`config.mk`:
```
export PLATFORM = sky130hd
export DESIGN_NAME = axi_rd_arbiter
export DESIGN_NICKNAME = d
export VERILOG_FILES = /design/src/rtl/axi_rd_arbiter_pkg.sv /design/src/rtl/axi_rd_arbiter.sv
export SDC_FILE = /design/constraint.sdc
export NUM_CORES = 1
export LEC_CHECK = 0
export ABC_AREA = 1
export CORE_ASPECT_RATIO = 1.1
export CORE_MARGIN = 4
export CORE_UTILIZATION = 36
export CTS_CLUSTER_DIAMETER = 120
export DETAILED_ROUTE_END_ITERATION = 7
export PLACE_DENSITY = 0.87
export RECOVER_POWER = 25
export SLEW_MARGIN = 0
export SYNTH_ARGS = -nofsm -noshare
export SYNTH_HDL_FRONTEND = slang
export SYNTH_SLANG_ARGS = --single-unit
export TNS_END_PERCENT = 100
```
`constraint.sdc`:
```
create_clock -name clk -period 2.89 [get_ports clk]
set_clock_uncertainty 0.05 [all_clocks]
set_input_delay 0.7225 -clock clk [delete_from_list [all_inputs] [get_ports clk]]
set_output_delay 0.7225 -clock clk [all_outputs]
set_load 0.02 [all_outputs]
```
`src/rtl/axi_rd_arbiter_pkg.sv`:
```
// Shared types and constants for the cache-pair AXI read arbiter.
// Holds the FSM state encoding, requester ids and AXI burst constants.
package axi_rd_arbiter_pkg;

  localparam int         CACHE_LINE_WORDS = 8;
  localparam logic [1:0] AXI_BURST_INCR   = 2'b01;
  localparam logic [2:0] AXI_SIZE_WORD    = 3'd2;
  localparam logic [3:0] RD_ID_IC         = 4'd0;
  localparam logic [3:0] RD_ID_DC         = 4'd1;

  typedef enum logic [1:0] {
    RD_IDLE = 2'd0,
    RD_AR   = 2'd1,
    RD_R    = 2'd2
  } rd_state_e;

  typedef enum logic {
    OWNER_IC = 1'b0,
    OWNER_DC = 1'b1
  } rd_owner_e;

endpackage

```
`src/rtl/axi_rd_arbiter.sv`:
```
// Shares one AXI read channel between icache refill and dcache reads.
// One transaction in flight at a time, dcache has fixed priority over icache.
module axi_rd_arbiter
  import axi_rd_arbiter_pkg::*;
#(
  parameter int         LINE_WORDS = CACHE_LINE_WORDS,
  parameter logic [3:0] ID_IC      = RD_ID_IC,
  parameter logic [3:0] ID_DC      = RD_ID_DC
) (
  input  logic                          clk,
  input  logic                          reset,
  input  logic                          ic_rd_req,
  input  logic [31:0]                   ic_rd_addr,
  output logic                          ic_rd_rdy,
  output logic                          ic_ret_valid,
  output logic                          ic_ret_last,
  output logic [$clog2(LINE_WORDS)-1:0] ic_ret_idx,
  output logic [31:0]                   ic_ret_data,
  input  logic                          dc_rd_req,
  input  logic                          dc_rd_single,
  input  logic [1:0]                    dc_rd_size,
  input  logic [31:0]                   dc_rd_addr,
  output logic                          dc_rd_rdy,
  output logic                          dc_ret_valid,
  output logic                          dc_ret_last,
  output logic [$clog2(LINE_WORDS)-1:0] dc_ret_idx,
  output logic [31:0]                   dc_ret_data,
  output logic [3:0]                    arid,
  output logic [31:0]                   araddr,
  output logic [7:0]                    arlen,
  output logic [2:0]                    arsize,
  output logic [1:0]                    arburst,
  output logic                          arvalid,
  input  logic                          arready,
  input  logic [3:0]                    rid,
  input  logic [31:0]                   rdata,
  input  logic                          rlast,
  input  logic                          rvalid,
  output logic                          rready
);

  localparam int         IDX_W    = $clog2(LINE_WORDS);
  localparam logic [7:0] LINE_LEN = 8'(LINE_WORDS - 1);

  rd_state_e        r_state;
  rd_state_e        w_next_state;
  rd_owner_e        r_owner;
  logic             w_grant_ic;
  logic             w_grant_dc;
  logic             w_beat_acc;
  logic [31:0]      r_araddr;
  logic [3:0]       r_arid;
  logic [7:0]       r_arlen;
  logic [2:0]       r_arsize;
  logic [IDX_W-1:0] r_beat_cnt;
  logic             w_unused_rid;

  always_ff @(posedge clk) begin
    if (reset) r_state <= RD_IDLE;
    else       r_state <= w_next_state;
  end

  always_comb begin
    w_next_state = r_state;
    w_grant_ic   = 1'b0;
    w_grant_dc   = 1'b0;
    arvalid      = 1'b0;
    rready       = 1'b0;
    case (r_state)
      RD_IDLE: begin
        if (dc_rd_req) begin
          w_grant_dc   = 1'b1;
          w_next_state = RD_AR;
        end else if (ic_rd_req) begin
          w_grant_ic   = 1'b1;
          w_next_state = RD_AR;
        end
      end
      RD_AR: begin
        arvalid = 1'b1;
        if (arready) w_next_state = RD_R;
      end
      RD_R: begin
        rready = 1'b1;
        // Burst end comes from rlast alone, never from the beat counter.
        if (rvalid && rlast) w_next_state = RD_IDLE;
      end
      default: w_next_state = RD_IDLE;
    endcase
  end

  // Payload is captured only on a grant, so it cannot move while arvalid is high.
  always_ff @(posedge clk) begin
    if (reset) begin
      r_owner  <= OWNER_IC;
      r_araddr <= '0;
      r_arid   <= '0;
      r_arlen  <= '0;
      r_arsize <= '0;
    end else if (w_grant_dc) begin
      r_owner  <= OWNER_DC;
      r_araddr <= dc_rd_addr;
      r_arid   <= ID_DC;
      r_arlen  <= dc_rd_single ? 8'd0 : LINE_LEN;
      r_arsize <= dc_rd_single ? {1'b0, dc_rd_size} : AXI_SIZE_WORD;
    end else if (w_grant_ic) begin
      r_owner  <= OWNER_IC;
      r_araddr <= ic_rd_addr;
      r_arid   <= ID_IC;
      r_arlen  <= LINE_LEN;
      r_arsize <= AXI_SIZE_WORD;
    end
  end

  always_ff @(posedge clk) begin
    if (reset)                r_beat_cnt <= '0;
    else if (w_beat_acc && rlast) r_beat_cnt <= '0;
    else if (w_beat_acc)      r_beat_cnt <= r_beat_cnt + 1'b1;
  end

  assign w_beat_acc   = rready & rvalid;
  assign w_unused_rid = ^rid;

  assign ic_rd_rdy = w_grant_ic & ~reset;
  assign dc_rd_rdy = w_grant_dc & ~reset;

  assign arid    = r_arid;
  assign araddr  = r_araddr;
  assign arlen   = r_arlen;
  assign arsize  = r_arsize;
  assign arburst = AXI_BURST_INCR;

  assign ic_ret_valid = w_beat_acc & (r_owner == OWNER_IC);
  assign dc_ret_valid = w_beat_acc & (r_owner == OWNER_DC);
  assign ic_ret_last  = ic_ret_valid & rlast;
  assign dc_ret_last  = dc_ret_valid & rlast;
  assign ic_ret_idx   = r_beat_cnt;
  assign dc_ret_idx   = r_beat_cnt;
  assign ic_ret_data  = rdata;
  assign dc_ret_data  = rdata;

endmodule

```
=== Yosys cells after proc, flatten, opt, wreduce, memory -nomap -nowiden ===
Index checks and enable logic that the tools add are counted.

* Add/subtract/negate cells: 1
* Eq/ne operators: 5
* Mux-type cells: 24
* Bitwise gates (word level): 9
* Reductions and logical operators: 6

{| class="wikitable"
|+ Operators by type and width
! kind !! count
|-
| $mux 32 || 2
|-
| $mux 8 || 2
|-
| $mux 1 || 11
|-
| $mux 2 || 5
|-
| $mux 3 || 3
|-
| $and 1x1->1 || 7
|-
| $pmux 2 s3 || 1
|-
| $ne 2x2->1 const B || 2
|-
| $add 3x1->3 const B || 1
|-
| $ne 3x3->1 const B || 1
|-
| $reduce_and 3->1 || 1
|-
| $eq 2x1->1 const B || 1
|-
| $eq 2x2->1 const B || 1
|-
| $logic_and 1x1->1 || 2
|-
| $logic_not 2->1 || 1
|-
| $not 1->1 || 2
|-
| $reduce_bool 2->1 || 1
|-
| $reduce_or 2->1 || 1
|}

* Register bits after elaboration: 50

=== Longest topological paths before layout ===
* Depth after elaboration: 5
* Depth in mapped cells: 8

=== Worst setup path after synthesis ===
No wires, ideal clock.

* Kind: input to output
* Start point: in dc_rd_req
* End point: out ic_rd_rdy
* Arrival: 1,771 ps
* Data required time: 2,118 ps
* Path slack: 347 ps
* Stages on the path: 3
* Path buffers: 2
* Path through: buf_4 buf_2 nor4_1

* Word-level cells in the longest chain between the ends: 3

{| class="wikitable"
|+ Ends and longest elaborated chain
! what !! line !! RTL
|-
| from (decl) || axi_rd_arbiter.sv:19 || <nowiki>input logic dc_rd_req,</nowiki>
|-
| $mux 1 || axi_rd_arbiter.sv:71 || <nowiki>if (dc_rd_req) begin</nowiki>
|-
| $mux 1 || axi_rd_arbiter.sv:69 || <nowiki>case (r_state)</nowiki>
|-
| $and 1x1->1 || axi_rd_arbiter.sv:124 || <nowiki>assign ic_rd_rdy = w_grant_ic & ~reset;</nowiki>
|-
| to (decl) || axi_rd_arbiter.sv:14 || <nowiki>output logic ic_rd_rdy,</nowiki>
|}

Every way passes these cells.

=== Worst setup path in the final report ===
* Start point: in rvalid
* End point: out ic_ret_last

* Word-level cells in the longest chain between the ends: 3

{| class="wikitable"
|+ Ends and longest elaborated chain
! what !! line !! RTL
|-
| from (decl) || axi_rd_arbiter.sv:38 || <nowiki>input logic rvalid,</nowiki>
|-
| $and 1x1->1 || axi_rd_arbiter.sv:121 || <nowiki>assign w_beat_acc = rready & rvalid;</nowiki>
|-
| $and 1x1->1 || axi_rd_arbiter.sv:133 || <nowiki>assign ic_ret_valid = w_beat_acc & (r_owner == OWNER_IC);</nowiki>
|-
| $and 1x1->1 || axi_rd_arbiter.sv:135 || <nowiki>assign ic_ret_last = ic_ret_valid & rlast;</nowiki>
|-
| to (decl) || axi_rd_arbiter.sv:16 || <nowiki>output logic ic_ret_last,</nowiki>
|}

Every way passes these cells.

==> metrics.txt <==
status complete, no violations; Syn. warnings 0; slowest cell on the critical path dlygate4sd3_1; area grow syn2layout 29.7%; FP Rows 34; Syn Inst Count 428; Setup CP Type in2out; Die Footprint 9670 µm²; GRT Util Overall 15.7%; largest area contributor in the netlist dfxtp_1; sequential area share after synthesis 27.9%; RSZ-0062 raised after global routing false; Synth cell types 25; first-pass GRT wire length 12.1 mm; worst setup path startpoint rvalid; top cell type's share of synthesized area 27.9%; mapped cell area 2940 µm²; initial antenna violation count 0; vias per std cell 4.55; Ports 237; Starting Density 37.1%; largest net degree at the start of global routing 36; CP Data Required Time 2.12 ns; grt total ovfl 0; Max Clock Freq 365 MHz; ANT cells 0; routed wire length 7.97 mm; Worst R2R Path Depth 6; Final Util 48.1%; Initial DRT Pass Iterations 4; vias in the first global route 2541; top post-synthesis cells by area dfxtp_1, buf_4, nand2_1; reg-to-reg startpoint r_state[1]; CP Cell Sequence dlygate4sd3_1 -> nand2_1 -> nor3_1 -> dlygate4sd2_1; die height 103 µm; R2R Path End araddr[9]; Final Hold Fails 0; synthesis-stage register bit count 41; worst-case clock buffer depth 2; max-slew violation count 0; Max Cap Viol 0; share of cells above drive strength 1 9.81%; CP Max Fanout 3; DR DRC count 0; Lkg Pwr 1.86 nW; Skew-Pair Late Insertion Delay 0.28 ns; H-Tree Level Count 2; crit path DAT 1.96 ns; average size of a mapped cell 6.86 µm²; final instance area 3810 µm²; IO Port Bufs 125; worst vdd ir 161 µV; HPWL Detailed 6.05 mm; post-route setup slack 0.153 ns; CP endpoint ic_ret_last; worst hold path class reg2reg; CTS root buffer clkbuf_8; fin nets 589; CTS tree built; final setup vio count 0; r2r setup slk 1.14 ns; leading cell type in the layout, fill and taps excluded clkdlybuf4s50_1; Hold Slack 0.449 ns; DRT iter0 DRCs 53; PD cells 485 nW/µm²; Synth Flop Type dfxtp_1; crit path time final 2.74 ns; Worst setup SP type input port; setup TNS 0 ns; most frequent cells in the layout clkdlybuf4s50_1, nand2_1, inv_1; dpl ws -0.0843 ns; number of enable flip-flop cells after synthesis 0; Inserted Clock Buffers 5; hold buffers post-CTS 0; Num Clock Sinks 41; period utilization 94.7%; ANT nets after route 0; Post-Place Cell Area 3690 µm²; Async SR Flop Fraction 0%; die width 94.1 µm; Core Region 7910 µm²; endpoint class of the critical path output port; CTS clk-pin slew, worst paths 0.08 ns; Crit path largest cell delay 0.57 ns; Avg WL per Cell 13.6 µm; vias 2673; RD Place Congestion 0.698
-- registers in the layout, indices dropped and copies added, names as in the netlist --
name / flops
r_state: 2
arlen: 1
dc_ret_idx: 3
arid: 1
arsize: 2
araddr: 32
-- where the power goes --
part           switching [W]  internal [W]  leakage [nW]  total [W]
logic               0.000375      0.000316          1.46   0.000691
clock network       0.000203      0.000282        0.0585   0.000485
registers          0.0000400      0.000632         0.340   0.000672
total               0.000617       0.00123          1.86    0.00185
-- logic make-up after synthesis --
group / count (synthesis) / share of synthesized area, %
buf+inv: 178 / 35.4
simple gates: 165 / 27.3
flops: 41 / 27.9
compound gates: 40 / 8.35
other cells: 2 / 0.256
xor+xnor: 1 / 0.298
fa+ha+maj: 1 / 0.426
-- cell type report --
| cell class | instances | area, µm² |
|---|---|---|
| inverters | 77 | 289 |
| clock inverters | 1 | 30.0 |
| repair buffers | 135 | 1340 |
| flip-flops and latches | 41 | 821 |
| clock buffers | 7 | 86.3 |
| well taps | 108 | 135 |
| multi-input cells | 218 | 1110 |
| fillers | 782 | 4100 |
-- timing repair --
action | CTS | global route
setup buffers | 0 | 0
resized for setup | 3 | 3
endpoints found under the setup margin | 3 | 3
-- worst max-delay path: cells and delay by family --
kind                   cells  cell delay (ns)
buffers and inverters      2             0.93
AND/OR/NAND/NOR            2             0.31
-- Yosys cell counts (2+ instances only) --
| library cell | instances |
|---|---|
| a21oi_1 | 25 |
| nor2_1 | 10 |
| buf_2 | 6 |
| nand3_2 | 10 |
| buf_6 | 6 |
| o21ai_1 | 3 |
| buf_4 | 85 |
| nand2_4 | 2 |
| nor3_1 | 2 |
| nand2_1 | 78 |
| inv_1 | 75 |
| clkbuf_1 | 3 |
| conb_1 | 2 |
| inv_2 | 2 |
| dfxtp_1 | 41 |
| nand3_1 | 58 |
| a21oi_2 | 12 |
-- routing by layer --
layer | up-vias | share of wire, % | global-route usage (%)
met5 | - | 0 | 0
met4 | 0 | 2.6 | 6.67
met3 | 21 | 10 | 5.18
met2 | 143 | 50 | 29.5
met1 | 1198 | 37 | 16.0
li1 | 1311 | - | -
-- through the flow --
step | total power (W) | instances
after floorplan | 0.00123 | 437
after global placement | 0.00136 | 579
after detailed placement | 0.00138 | 579
after CTS | 0.00188 | 587
after global routing | 0.00196 | 587
final | 0.00185 | 587
-- how the worst min path moves through the flow --
| stage | start | endpoint | slack (ns) | cells after the start |
|---|---|---|---|---|
| final | arsize[0] | arsize[0] | 0.45 | 2 |
| after floorplan | arid[0] | arid[0] | 0.43 | 2 |
| after CTS | arsize[0] | arsize[0] | 0.44 | 2 |
| after global placement | arsize[0] | arsize[0] | 0.40 | 2 |
| after global routing | arsize[0] | arsize[0] | 0.49 | 2 |
| after detailed placement | arsize[0] | arsize[0] | 0.43 | 2 |
Note: power is estimated with default switching activity, not from simulation.
